[config.mk]
export PLATFORM = sky130hd
export DESIGN_NAME = mem_arbiter_flat
export DESIGN_NICKNAME = d
export VERILOG_FILES = /design/src/rtl/mem_arbiter_if.sv /design/src/rtl/mem_arbiter.sv /design/src/flat_wrapper.sv
export SDC_FILE = /design/constraint.sdc
export NUM_CORES = 1
export LEC_CHECK = 0
export CELL_PAD_IN_SITES_DETAIL_PLACEMENT = 0
export CELL_PAD_IN_SITES_GLOBAL_PLACEMENT = 1
export CORE_AREA = 8 8 533 535
export CTS_CLUSTER_SIZE = 20
export DETAILED_ROUTE_END_ITERATION = 10
export DIE_AREA = 0 0 541 543
export PLACE_DENSITY_LB_ADDON = 0.12
export SETUP_SLACK_MARGIN = 0.1
export SYNTH_ARGS = -nofsm -noshare
export SYNTH_HDL_FRONTEND = slang
export SYNTH_SLANG_ARGS = --single-unit
[constraint.sdc]
create_clock -name clk -period 2.2 [get_ports clk]
set_input_delay 0.66 -clock clk [delete_from_list [all_inputs] [get_ports clk]]
set_output_delay 0.66 -clock clk [all_outputs]
set_load 0.01 [all_outputs]
[src/rtl/mem_arbiter_if.sv]
// mem_arbiter_if: requester-side and pmem-side bus bundle for the memory arbiter
interface mem_arbiter_if #(
  parameter int ADDR_W = 32,
  parameter int LINE_W = 256
);
  logic              i_read;
  logic [ADDR_W-1:0] i_address;
  logic [LINE_W-1:0] i_rdata;
  logic              i_resp;
  logic              d_read;
  logic              d_write;
  logic [ADDR_W-1:0] d_address;
  logic [LINE_W-1:0] d_wdata;
  logic [LINE_W-1:0] d_rdata;
  logic              d_resp;
  logic              pmem_read;
  logic              pmem_write;
  logic [ADDR_W-1:0] pmem_address;
  logic [LINE_W-1:0] pmem_wdata;
  logic [LINE_W-1:0] pmem_rdata;
  logic              pmem_resp;
  modport master (
    output i_read, i_address, d_read, d_write, d_address, d_wdata, pmem_rdata, pmem_resp,
    input  i_rdata, i_resp, d_rdata, d_resp, pmem_read, pmem_write, pmem_address, pmem_wdata
  );
  modport slave (
    input  i_read, i_address, d_read, d_write, d_address, d_wdata, pmem_rdata, pmem_resp,
    output i_rdata, i_resp, d_rdata, d_resp, pmem_read, pmem_write, pmem_address, pmem_wdata
  );
endinterface

[src/rtl/mem_arbiter.sv]
// mem_arbiter: round-robin sharing of one pmem port between I-side and D-side cache misses
module mem_arbiter #(
  parameter int ADDR_W = 32,
  parameter int LINE_W = 256
) (
  input logic          clk,
  input logic          rst_n,
  mem_arbiter_if.slave bus
);
  typedef enum logic [1:0] {IDLE, I_BUSY, D_BUSY, RECOVER} state_t;
  state_t            state, next_state;
  logic              last_grant;
  logic [ADDR_W-1:0] cmd_addr;
  logic [LINE_W-1:0] cmd_wdata;
  logic              cmd_is_write;
  logic              i_req, d_req, grant_i, grant_d, busy;
  // on a contest the side that did not win last time gets the port
  always_comb begin
    i_req   = bus.i_read;
    d_req   = bus.d_read | bus.d_write;
    grant_i = i_req & (~d_req | last_grant);
    grant_d = d_req & (~i_req | ~last_grant);
    busy    = (state == I_BUSY) | (state == D_BUSY);
    next_state = state;
    case (state)
      IDLE:    next_state = grant_i ? I_BUSY : grant_d ? D_BUSY : IDLE;
      I_BUSY,
      D_BUSY:  next_state = bus.pmem_resp ? RECOVER : state;
      default: next_state = IDLE;
    endcase
  end
  always_ff @(posedge clk or negedge rst_n) begin
    if (!rst_n) begin
      state        <= IDLE;
      last_grant   <= 1'b1;
      cmd_addr     <= '0;
      cmd_wdata    <= '0;
      cmd_is_write <= 1'b0;
    end else begin
      state <= next_state;
      if (state == IDLE && (grant_i || grant_d)) begin
        cmd_addr     <= grant_i ? bus.i_address : bus.d_address;
        cmd_wdata    <= bus.d_wdata;
        cmd_is_write <= grant_d & bus.d_write;
        last_grant   <= grant_d;
      end
    end
  end
  // command is a pure function of registers, so pmem sees it stable all transaction
  always_comb begin
    bus.pmem_read    = busy & ~cmd_is_write;
    bus.pmem_write   = busy & cmd_is_write;
    bus.pmem_address = busy ? cmd_addr : '0;
    bus.pmem_wdata   = busy ? cmd_wdata : '0;
    bus.i_resp       = (state == I_BUSY) & bus.pmem_resp;
    bus.d_resp       = (state == D_BUSY) & bus.pmem_resp;
    bus.i_rdata      = bus.i_resp ? bus.pmem_rdata : '0;
    bus.d_rdata      = bus.d_resp ? bus.pmem_rdata : '0;
  end
endmodule

[src/flat_wrapper.sv]
// flat-port wrapper written by rule: the top's interface ports become plain ports
module mem_arbiter_flat 
#(
  parameter int ADDR_W = 32,
  parameter int LINE_W = 256
)
  (clk, rst_n, bus_i_read, bus_i_address, bus_d_read, bus_d_write, bus_d_address, bus_d_wdata, bus_pmem_rdata, bus_pmem_resp, bus_i_rdata, bus_i_resp, bus_d_rdata, bus_d_resp, bus_pmem_read, bus_pmem_write, bus_pmem_address, bus_pmem_wdata);
  mem_arbiter_if #(.ADDR_W(ADDR_W), .LINE_W(LINE_W)) bus_i ();
  input logic clk;
  input logic rst_n;
  input wire logic [$bits(bus_i.i_read)-1:0] bus_i_read;
  input wire logic [$bits(bus_i.i_address)-1:0] bus_i_address;
  input wire logic [$bits(bus_i.d_read)-1:0] bus_d_read;
  input wire logic [$bits(bus_i.d_write)-1:0] bus_d_write;
  input wire logic [$bits(bus_i.d_address)-1:0] bus_d_address;
  input wire logic [$bits(bus_i.d_wdata)-1:0] bus_d_wdata;
  input wire logic [$bits(bus_i.pmem_rdata)-1:0] bus_pmem_rdata;
  input wire logic [$bits(bus_i.pmem_resp)-1:0] bus_pmem_resp;
  output wire logic [$bits(bus_i.i_rdata)-1:0] bus_i_rdata;
  output wire logic [$bits(bus_i.i_resp)-1:0] bus_i_resp;
  output wire logic [$bits(bus_i.d_rdata)-1:0] bus_d_rdata;
  output wire logic [$bits(bus_i.d_resp)-1:0] bus_d_resp;
  output wire logic [$bits(bus_i.pmem_read)-1:0] bus_pmem_read;
  output wire logic [$bits(bus_i.pmem_write)-1:0] bus_pmem_write;
  output wire logic [$bits(bus_i.pmem_address)-1:0] bus_pmem_address;
  output wire logic [$bits(bus_i.pmem_wdata)-1:0] bus_pmem_wdata;
  assign bus_i.i_read = bus_i_read;
  assign bus_i.i_address = bus_i_address;
  assign bus_i.d_read = bus_d_read;
  assign bus_i.d_write = bus_d_write;
  assign bus_i.d_address = bus_d_address;
  assign bus_i.d_wdata = bus_d_wdata;
  assign bus_i.pmem_rdata = bus_pmem_rdata;
  assign bus_i.pmem_resp = bus_pmem_resp;
  assign bus_i_rdata = bus_i.i_rdata;
  assign bus_i_resp = bus_i.i_resp;
  assign bus_d_rdata = bus_i.d_rdata;
  assign bus_d_resp = bus_i.d_resp;
  assign bus_pmem_read = bus_i.pmem_read;
  assign bus_pmem_write = bus_i.pmem_write;
  assign bus_pmem_address = bus_i.pmem_address;
  assign bus_pmem_wdata = bus_i.pmem_wdata;
  mem_arbiter #(.ADDR_W(ADDR_W), .LINE_W(LINE_W)) u_core (.clk(clk), .rst_n(rst_n), .bus(bus_i));
endmodule
[Word-level counts from Yosys, hierarchy flattened]
Index checks and enable logic that the tools add are counted.
Operators by class
  eq/ne operators: 3
  bitwise gates (word level): 15
  reductions and logical operators: 4
  mux-type cells: 9
Operators by type and width (count)
  $mux 256: 3
  $mux 32: 2
  $and 1x1->1: 7
  $mux 2: 3
  $not 1->1: 4
  $or 1x1->1: 4
  $pmux 2 s2: 1
  $eq 2x1->1 const B: 1
  $eq 2x2->1 const B: 1
  $logic_not 2->1: 1
  $ne 2x2->1 const B: 1
  $reduce_or 2->1: 1
  $logic_and 1x1->1: 1
  $logic_or 1x1->1: 1
Word-level totals
  output and inout port bits: 804
  register bits: 292
  input bits: 582
  word-level logic and storage cells: 36

[Logic depth before layout (Yosys ltp)]
Gate-level depths: netlist of the first run.
  depth after elaboration: 6
  gate-level depth with buffers: 8
  mapped depth without buffers: 5

[Least setup slack after synthesis of the first run]
No wires, ideal clock.
  kind: input to output
  start: input port bus_pmem_resp
  end: output port bus_i_rdata[100]
  required time: 1540 ps
  path buffers: 3
  cell stages on the path: 4
  path slack: -66 ps
  arrival: 1606 ps
  path through: clkbuf_1 -> clkbuf_1 -> clkbuf_1 -> and3_1
Between the ends
  longest elaborated chain between the ends: 2
RTL lines
  from (decl): RTL line flat_wrapper.sv:18  | input wire logic [$bits(bus_i.pmem_resp)-1:0] bus_pmem_resp;
  $and 1x1->1: RTL line mem_arbiter.sv:55  | bus.i_resp = (state == I_BUSY) & bus.pmem_resp;
  $mux 256: RTL line mem_arbiter.sv:57  | bus.i_rdata = bus.i_resp ? bus.pmem_rdata : '0;
  to (decl): RTL line flat_wrapper.sv:19  | output wire logic [$bits(bus_i.i_rdata)-1:0] bus_i_rdata;
No other way between the ends.

[Worst setup path in the final report of the first run]
  start: input port bus_pmem_rdata[134]
  end: output port bus_i_rdata[134]
Between the ends
  longest elaborated chain between the ends: 1
RTL lines
  from (decl): RTL line flat_wrapper.sv:17  | input wire logic [$bits(bus_i.pmem_rdata)-1:0] bus_pmem_rdata;
  $mux 256: RTL line mem_arbiter.sv:57
No other way between the ends.

==> flow_metrics.py, run 1 <==
metrics = {
    "yosys": {
        "syn_inst": 2238,
        "synth.area.top_cells": "dfrtp_1, and3_1, nand2_1",
        "synth-main-ff-cell": "dfrtp_1",
        "yosys_warnings": 0,
        "ys_types": 23,
        "synth-async-reset-ratio": 1.00,
        "ys_ff_latch": 292,
        "synth_edf_count": 0,
        "syn_area_per_cell_um2": 7.57,
        "yosysSeqAreaShare": 0.431,
        "yosysMostFrequentCell": "nand2_1",
        "synthesis.area_um2": 16900,
        "synth_top_area_cell": "dfrtp_1",
        "synth.top_cell.area_share": 0.430,
        "synth_commonest_cells": "nand2_1, and3_1, and2_1, dfrtp_1, clkbuf_1",
        "synth_fp_nets": 2824,
    },
    "finish": {
        "area_growth_pct": 151,
        "num-fill-cells": 31300,
        "final_nets": 4501,
        "drive_gt1_frac": 0.277,
        "final_cells": 7577,
    },
    "detailed_routing": {
        "drt_wl_total_um": 249000,
        "vias_per_cell": 3.14,
        "num_vias": 23800,
        "route.detailed.drc": 0,
        "dr.pass1.iters": 5,
        "drt_iter0_drc": 1194,
        "wl_per_cell_um": 32.8,
        "ant_nets": 0,
    },
    "critical_path": {
        "worstPathCellList": "clkdlybuf4s50_1 -> buf_12 -> and3_1 -> clkdlybuf4s50_1",
        "slowest_stage": "clkdlybuf4s50_1",
        "crit_buf_inv": 3,
        "worstPathArrival_ns": 2.61,
        "slowest_delay_ns": 0.98,
        "cp_common_cell": "clkdlybuf4s50_1",
        "cp-end-kind": "output pin",
        "ff2ff_setup_slack_ns": 0.43,
        "setup.worst_path.start_class": "primary input",
        "worstSetupPathType": "in2out",
        "cp.required_ns": 1.54,
        "cpLargestDelayFamily": "buffers and inverters",
        "path_max_fanout": 2,
    },
    "pwr": {
        "finalPower_mw": 55.4,
        "p_leak_nw": 20.4,
        "irDropWorstVdd_mv": 0.675,
        "p_per_area_nw_per_um2": 1300,
    },
    "outcome": {
        "violations": "negative setup slack",
        "status": "complete, but fails checks",
    },
    "placement": {
        "dp_cells": 7396,
        "io_buffers": 1385,
        "routabilityCongestion": 0.875,
        "dp_hpwl_um": 212000,
    },
    "global_routing": {
        "grt_use_total": 0.160,
        "grt_max_degree": 57,
        "grt_pass1_wl_um": 304000,
        "overflow": 0,
        "grt_antenna_before_repair": 181,
        "grt_pass1_vias": 24800,
    },
    "sta": {
        "rsz0062_at_grt": "true",
        "slew_headroom": 0.479,
        "min_period_over_period": 1.49,
        "clock-skew-final_ns": 0.0594,
        "worstMarginPinSlew_ns": 0.779,
        "setup_ws_ns": -1.07,
        "setup_viol": 804,
        "layout_min_cycle_time_ns": 3.27,
        "final_max_slew_viol_count": 0,
        "timing.fmax_ghz": 0.306,
        "hold_viol": 0,
    },
    "cts": {
        "cts.sinks": 292,
        "cts_max_level": 2,
        "cts_inserted_buffers": 47,
        "clk_latency_ns": 0.64,
        "cts_root_buffer": "clkbuf_16",
        "path_clk_slew_ns": 0.06,
        "clock_path_buffers": 3,
        "cts_tree": "done",
    },
    "die": {
        "start_util": 0.0616,
        "core-area_um2": 275000,
        "die_w_um": 541,
        "die_area_um2": 294000,
        "dieHeight_um": 543,
        "core.rowCount": 193,
        "ios": 1386,
    },
    "flow_run": {
        "drv_cap": 0,
    },
    "min_path": {
        "hold_class": "reg2reg",
    },
}
## path summary, 6_finish.rpt
| check | end | startpoint | cells past startpoint |
|---|---|---|---|
| max reg2reg | u_core.cmd_wdata[224]$_DFFE_PN0P_ | u_core.state[0]$_DFFE_PN0P_ | 6 |
| min | u_core.cmd_wdata[138]$_DFFE_PN0P_ | u_core.cmd_wdata[138]$_DFFE_PN0P_ | 2 |
| max in group asynchronous | u_core.cmd_addr[17]$_DFFE_PN0P_ | rst_n | 4 |
| min reg2reg | u_core.cmd_wdata[138]$_DFFE_PN0P_ | u_core.cmd_wdata[138]$_DFFE_PN0P_ | 2 |
| max | bus_i_rdata[134] | bus_pmem_rdata[134] | 4 |
| min in group asynchronous | u_core.cmd_wdata[50]$_DFFE_PN0P_ | rst_n | 2 |
## layout make-up
cell class	count	area [um^2]	share of cell area
inverter	3	11.3	0.000265
multi-input combinational	1721	9000	0.212
antenna	19	47.5	0.00112
timing repair buffer	1850	20000	0.470
clock buffer	71	1450	0.0341
tap	3607	4510	0.106
sequential	292	7310	0.172
clock inverter	14	186	0.00439
## flip-flops by register name (all words and copies together) (netlist names)
name / cells
u_core.cmd_addr: 32
u_core.state: 2
u_core.last_grant: 1
u_core.cmd_is_write: 1
u_core.cmd_wdata: 256
## tightest hold or removal path: stages, from the launching register on
cell and delay [ns]:
dfrtp_1 0.33, nand2_1 0.05, nand2_1 0.05
## repair_timing
action,in CTS,in global routing
pin swaps,7,1
hold endpoints to repair,29,0
endpoints found under the setup margin,805,805
cloned,15,1
gates resized for setup,955,365
setup buffers,49,12
hold buffers,1,0
## metal layers
layer / global-route usage / wire length (um)
met5: 0 / 770
met4: 0.0710 / 14200
met3: 0.0718 / 24700
met2: 0.296 / 127000
met1: 0.153 / 82400
## stage by stage
| stage | setup WS, ns | util | instance area (um^2) | setup TNS, ns | hold slack [ns] |
|---|---|---|---|---|---|
| after global placement | -1.02 | 0.146 | 40200 | -457.03 | 0.449 |
| after detailed placement | -1.01 | 0.146 | 40200 | -442.19 | 0.454 |
| final | -1.07 | 0.154 | 42500 | -561.40 | 0.463 |
| after CTS | -1.13 | 0.155 | 42700 | -718.20 | 0.454 |
| after global routing | -1.05 | 0.154 | 42500 | -652.93 | 0.485 |
| after floorplan | 0.104 | - | 17000 | 0 | 0.364 |
## placed cells by master, fill, tap and decap left out, types with 3 or more instances in the layout
master and instances:
clkdlybuf4s50_1 856, nand2_1 770, and3_1 474, buf_4 371, dfrtp_1 291, and2_1 281
buf_12 274, buf_2 107, clkbuf_2 77, buf_6 59, clkbuf_16 49, and3_4 38
clkdlybuf4s15_2 38, nor2_1 34, o21ai_0 33, a31oi_1 33, a21oi_1 32, buf_16 21
dlymetal6s2s_1 21, diode_2 19, clkbuf_8 16, dlygate4sd2_1 11, and2_4 10, clkbuf_1 7
clkinv_2 7, buf_8 7, clkbuf_4 4, ha_4 3, bufinv_16 3
## logic make-up after synthesis
kind of cell / Yosys count / synth area share
AOI/OAI and AO/OA: 107 / 0.0366
adders and majority gates: 4 / 0.00295
and+or+nand+nor: 1610 / 0.476
DFF: 292 / 0.431
buffers and inverters: 225 / 0.0536
## report_power, final
group	internal, mW	switching (mW)	total [mW]
clock	4.88	3.26	8.15
sequential	8.07	1.37	9.44
combinational	17.9	20.0	37.8
total	30.8	24.6	55.4
Note: power is estimated with default switching activity, not from simulation.
==> run 2, diff against run 1 <==
--- a/config.mk
+++ b/config.mk
@@ -5,12 +5,13 @@
 export SDC_FILE = /design/constraint.sdc
 export NUM_CORES = 1
 export LEC_CHECK = 0
+export ABC_AREA = 1
 export CELL_PAD_IN_SITES_DETAIL_PLACEMENT = 0
 export CELL_PAD_IN_SITES_GLOBAL_PLACEMENT = 1
-export CORE_AREA = 8 8 533 535
+export CORE_AREA = 8 8 540 542
 export CTS_CLUSTER_SIZE = 20
 export DETAILED_ROUTE_END_ITERATION = 10
-export DIE_AREA = 0 0 541 543
+export DIE_AREA = 0 0 548 550
 export PLACE_DENSITY_LB_ADDON = 0.12
 export SETUP_SLACK_MARGIN = 0.1
 export SYNTH_ARGS = -nofsm -noshare
==> run 2 against run 1 <==
  * The flow still finishes with violations (negative setup slack)
  * Power up 3.0%
  * Synthesized area increased by 2.5%
  * Combinational power is 4% higher
  * Maximum frequency is 5.4% higher
  * Worst hold slack lost 0.0092 ns
  * Setup slack better by 0.17 ns
  * Utilization decreased by 0.99 points
  * Routed wire length decreased by 18%
  * Synthesized cell count rose by 26%
  * Critical endpoint is now bus_d_rdata[12]
  * Largest cell class unchanged
==> flow_metrics.py, run 2 <==
metrics = {
    "detailed_routing": {
        "vias_per_cell": 2.82,
        "drt_iter0_drc": 1087,
        "drt_wl_total_um": 203000,
        "num_vias": 23300,
        "wl_per_cell_um": 24.7,
        "dr.pass1.iters": 6,
        "route.detailed.drc": 0,
        "ant_nets": 0,
    },
    "yosys": {
        "syn_area_per_cell_um2": 6.14,
        "synth-async-reset-ratio": 1.00,
        "synth_fp_nets": 3414,
        "yosysMostFrequentCell": "nand2_1",
        "ys_ff_latch": 292,
        "ys_types": 19,
        "yosys_warnings": 0,
        "synth_commonest_cells": "nand2_1, inv_1, nor2_1",
        "synthesis.area_um2": 17400,
        "synth_edf_count": 0,
        "synth-main-ff-cell": "dfrtp_1",
        "synth_top_area_cell": "dfrtp_1",
        "synth.top_cell.area_share": 0.419,
        "yosysSeqAreaShare": 0.421,
        "syn_inst": 2828,
        "synth.area.top_cells": "dfrtp_1, nand2_1, inv_1",
    },
    "finish": {
        "final_nets": 5010,
        "drive_gt1_frac": 0.241,
        "regMostFlops": "u_core.cmd_wdata",
        "reg_top3": "u_core.cmd_wdata (256), u_core.cmd_addr (32), u_core.state (2)",
        "most-common-layout-cells": "nand2_1, clkdlybuf4s50_1, inv_1, nor2_1, dlygate4sd2_1",
        "largest_reg_flops": 256,
        "final_common_cell": "nand2_1",
        "area_growth_pct": 136,
    },
    "die": {
        "dieHeight_um": 550,
        "start_util": 0.0613,
        "die_area_um2": 301000,
        "core.rowCount": 196,
        "ios": 1386,
        "core-area_um2": 283000,
        "die_w_um": 548,
    },
    "min_path": {
        "hold_class": "in2async",
    },
    "outcome": {
        "violations": "negative setup slack",
        "status": "complete, but fails checks",
    },
    "placement": {
        "place_ws_ns": -1.40,
        "routabilityCongestion": 0.826,
        "io_buffers": 1385,
        "dp_hpwl_um": 173000,
    },
    "critical_path": {
        "ff2ff_setup_slack_ns": 0.29,
        "r2r-end": "u_core.state[0]$_DFFE_PN0P_",
        "cp-end-kind": "output pin",
        "r2r_cells": 11,
        "cp_common_cell": "buf_12",
        "worstPathCellList": "inv_2 -> ha_2 -> buf_12 -> nand2_4 -> buf_12 -> buf_16 -> buf_4 -> nor2_1 -> buf_4 -> buf_12",
        "worstPathArrival_ns": 2.44,
        "worstSetupPathType": "reg2out",
        "cp.required_ns": 1.54,
        "r2r-start": "u_core.state[0]$_DFFE_PN0P_",
        "crit_buf_inv": 7,
        "cpLargestDelayFamily": "buffers and inverters",
        "slowest_delay_ns": 0.41,
        "path_max_fanout": 13,
        "slowest_stage": "dfrtp_1",
        "setup.worst_path.start_class": "flop",
    },
    "pwr": {
        "p_leak_nw": 22.9,
        "p_per_area_nw_per_um2": 1400,
        "irDropWorstVdd_mv": 0.610,
        "finalPower_mw": 57.1,
    },
    "sta": {
        "min_period_over_period": 1.41,
        "setup_ws_ns": -0.901,
        "final_max_slew_viol_count": 0,
        "rsz0062_at_grt": "true",
        "clock-skew-final_ns": 0.0287,
        "hold_ws_ns": 0.453,
        "setup_viol": 804,
        "hold_viol": 0,
        "timing.fmax_ghz": 0.322,
        "layout_min_cycle_time_ns": 3.10,
        "slew_headroom": 0.594,
        "worstMarginPinSlew_ns": 0.608,
    },
    "global_routing": {
        "grt_antenna_before_repair": 138,
        "overflow": 0,
        "grt_max_degree": 72,
        "grt_pass1_wl_um": 257000,
        "grt_use_total": 0.127,
        "gr-usage-met1": 0.122,
        "grt_pass1_vias": 24900,
        "busiest_layer": "met2",
        "use_met3": 0.0663,
        "met2_usage": 0.244,
    },
    "cts": {
        "clock_path_buffers": 3,
        "cts_inserted_buffers": 48,
        "cts_root_buffer": "clkbuf_16",
        "cts_tree": "done",
        "clk_latency_ns": 0.64,
        "cts_max_level": 2,
        "path_clk_slew_ns": 0.06,
        "cts.sinks": 292,
    },
    "flow_run": {
        "drv_cap": 0,
    },
}
run 2: cell count changes after synthesis, sizes merged, moves of 32 or more:
cell,change
inv,+614
a21oi,-32
and2,-291
nand3,+66
a31oi,-33
clkbuf,-118
nor2,+482
nand2,+399
and3,-512
buf,+57
run 2: area by class of cell:
| cell class | instances | area (um^2) |
|---|---|---|
| well taps | 3762 | 4710 |
| multi-input cells | 1758 | 7460 |
| inverters | 617 | 2360 |
| fillers | 32800 | 242000 |
| repair buffers | 1707 | 17500 |
| clock buffers | 72 | 1430 |
| diodes | 28 | 70.1 |
| clock inverters | 10 | 126 |
| flip-flops and latches | 292 | 7310 |
run 2: logic make-up (layout without fill, tap and decap cells):
| group | count (synthesis) | in the layout | synth area share |
|---|---|---|---|
| buffers and inverters | 778 | 2406 | 0.186 |
| and+or+nand+nor | 1752 | 1752 | 0.389 |
| AOI/OAI and AO/OA | 2 | 2 | 0.000792 |
| adders and majority gates | 4 | 4 | 0.00288 |
| other | 0 | 28 | 0 |
| DFF | 292 | 292 | 0.421 |
run 2: worst max-delay path by stage:
stage / start / end / cells past startpoint
finish: u_core.state[0]$_DFFE_PN0P_ / bus_d_rdata[12] / 10
global route: u_core.state[1]$_DFFE_PN0P_ / bus_pmem_wdata[88] / 10
CTS: u_core.state[1]$_DFFE_PN0P_ / bus_i_rdata[8] / 9
detailed placement: bus_pmem_resp / bus_i_rdata[8] / 8
global placement: bus_pmem_resp / bus_i_rdata[8] / 8
floorplan: u_core.state[0]$_DFFE_PN0P_ / bus_pmem_address[21] / 6
run 2: metrics by stage:
stage | utilization | cells | instance area (um^2) | setup TNS, ns
after global placement | 0.134 | 8046 | 37900 | -690.99
after floorplan | - | 2828 | 17400 | 0
after CTS | 0.140 | 8172 | 39700 | -762.48
after detailed placement | 0.134 | 8046 | 37900 | -691.93
final | 0.144 | 8246 | 40900 | -621.61
after global routing | 0.144 | 8227 | 40900 | -749.30
run 2: where the power goes:
group | leakage (nW) | total [mW] | internal, mW | switching, mW
sequential | 3.60 | 9.83 | 8.06 | 1.76
clock | 0.770 | 7.84 | 4.59 | 3.24
combinational | 18.6 | 39.4 | 18.1 | 21.3
run 2: routing by layer:
layer / part of all wire / wire length (um)
met4: 0.023 / 4720
met3: 0.11 / 22400
met1: 0.34 / 68800
met5: 0.0023 / 470
met2: 0.53 / 107000
run 2: what timing repair did:
action,CTS,global route
resized for setup,1303,827
setup endpoints to repair,804,804
pin swaps,3,4
hold buffers,1,0
buffers inserted,27,36
cloned,16,11
endpoints found under the hold margin,11,0
==> variant (settings of run 2) <==
`LINE_W` is set to 256 in 3 places; all go to 248.
--- a/src/rtl/mem_arbiter_if.sv
+++ b/src/rtl/mem_arbiter_if.sv
@@ -3,3 +3,3 @@
   parameter int ADDR_W = 32,
-  parameter int LINE_W = 256
+  parameter int LINE_W = 248
 );
--- a/src/rtl/mem_arbiter.sv
+++ b/src/rtl/mem_arbiter.sv
@@ -3,3 +3,3 @@
   parameter int ADDR_W = 32,
-  parameter int LINE_W = 256
+  parameter int LINE_W = 248
 ) (
--- a/src/flat_wrapper.sv
+++ b/src/flat_wrapper.sv
@@ -4,3 +4,3 @@
   parameter int ADDR_W = 32,
-  parameter int LINE_W = 256
+  parameter int LINE_W = 248
 )
Interface: changed (5 resized); port bits go from 1386 to 1346. No check against the original RTL was run, so the function may have changed too.
==> variant against run 2 <==
  * The run still ends with negative setup slack left
  * Synthesized cell count is 2.7% lower
  * Total power is 6.0% lower
  * Largest cell class unchanged
  * Sequential cell count is 8 lower
  * Global-route usage is 0.70 points lower
  * Setup slack worse by 0.017 ns
  * Critical path type unchanged
  * Routed wire length is 5.3% lower
  * Area after synthesis is 4.3% lower
  * Design area is 3.2% lower
==> variant: results (changes against run 2) <==
| Metric | Value |
|---|---|
| Outcome | finished with violations (unchanged) |
| Violations in the final reports | negative setup slack (unchanged) |
| Post-Place Cell Area | 36200 um2 (was 37900 um2) |
| Synth Net Count | 3322 (was 3414) |
| Setup crit end | bus_i_resp (was bus_d_rdata[12]) |
| Final Wtd Congestion | 0.789 (was 0.826) |
| Initial antenna violation count | 147 (was 138) |
| Dpl cells | 7875 (was 8046) |
| Reg2reg setup slack | 0.02 ns (was 0.29 ns) |
| Setup-failing EPs final | 780 (was 804) |
| Cell variety after synth | 16 (was 19) |
| VDD IR max | 0.503 mV (was 0.610 mV) |
| Sequential-to-total area share from yosys stat | 0.428 (was 0.421) |
| DRT iter0 DRCs | 957 (was 1087) |
| Drt pass-1 iters | 5 (was 6) |
| Max reg flops | 248 (was 256) |
| CP peak stage delay | 0.54 ns (was 0.41 ns) |
| Post-Syn Area per Cell | 6.04 um2 (was 6.14 um2) |
| Power Total | 53.7 mW (was 57.1 mW) |
| Sum Neg Setup Slack | -550.33 ns (was -621.61 ns) |
| Tightest Pin Transition | 0.487 ns (was 0.608 ns) |
| Clk pwr share | 0.139 (was 0.137) |
| Leak Pwr | 23.7 nW (was 22.9 nW) |
| Final Hold Slack | 0.468 ns (was 0.453 ns) |
| Flop pwr share | 0.174 (was 0.172) |
| Setup ws final | -0.918 ns (was -0.901 ns) |
| FF-to-FF path depth | 12 (was 11) |
[variant: repair_timing]
| action | in CTS | in global routing |
|---|---|---|
| pin swaps | 2 | 2 |
| cloned | 15 | 8 |
| resized for setup | 1028 | 702 |
| hold buffers | 1 | 0 |
| endpoints found under the hold margin | 12 | 0 |
| endpoints found under the setup margin | 782 | 782 |
| setup buffers | 53 | 11 |
[variant: kinds of logic after synthesis]
logic type | share of synthesized area
flip-flops | 0.428
AO/OA/AOI/OAI | 0.000828
AND/OR/NAND/NOR | 0.390
buffers and inverters | 0.178
adder cells (fa/ha/maj) | 0.00301
[variant: routing by layer]
metal	up-vias	part of all wire	GRT usage
met2	1038	0.54	0.235
met4	80	0.024	0.0253
li1	10700	-	-
met3	325	0.092	0.0512
met5	-	0.0027	0
met1	10600	0.34	0.117
[variant: layout make-up]
cell class	instances	area, um2
fill	32900	244000
clock inverter	7	124
clock buffer	69	1340
multi-input combinational	1711	7010
timing repair buffer	1603	17000
sequential	284	7110
inverter	601	2260
antenna	28	70.1
tap	3762	4710
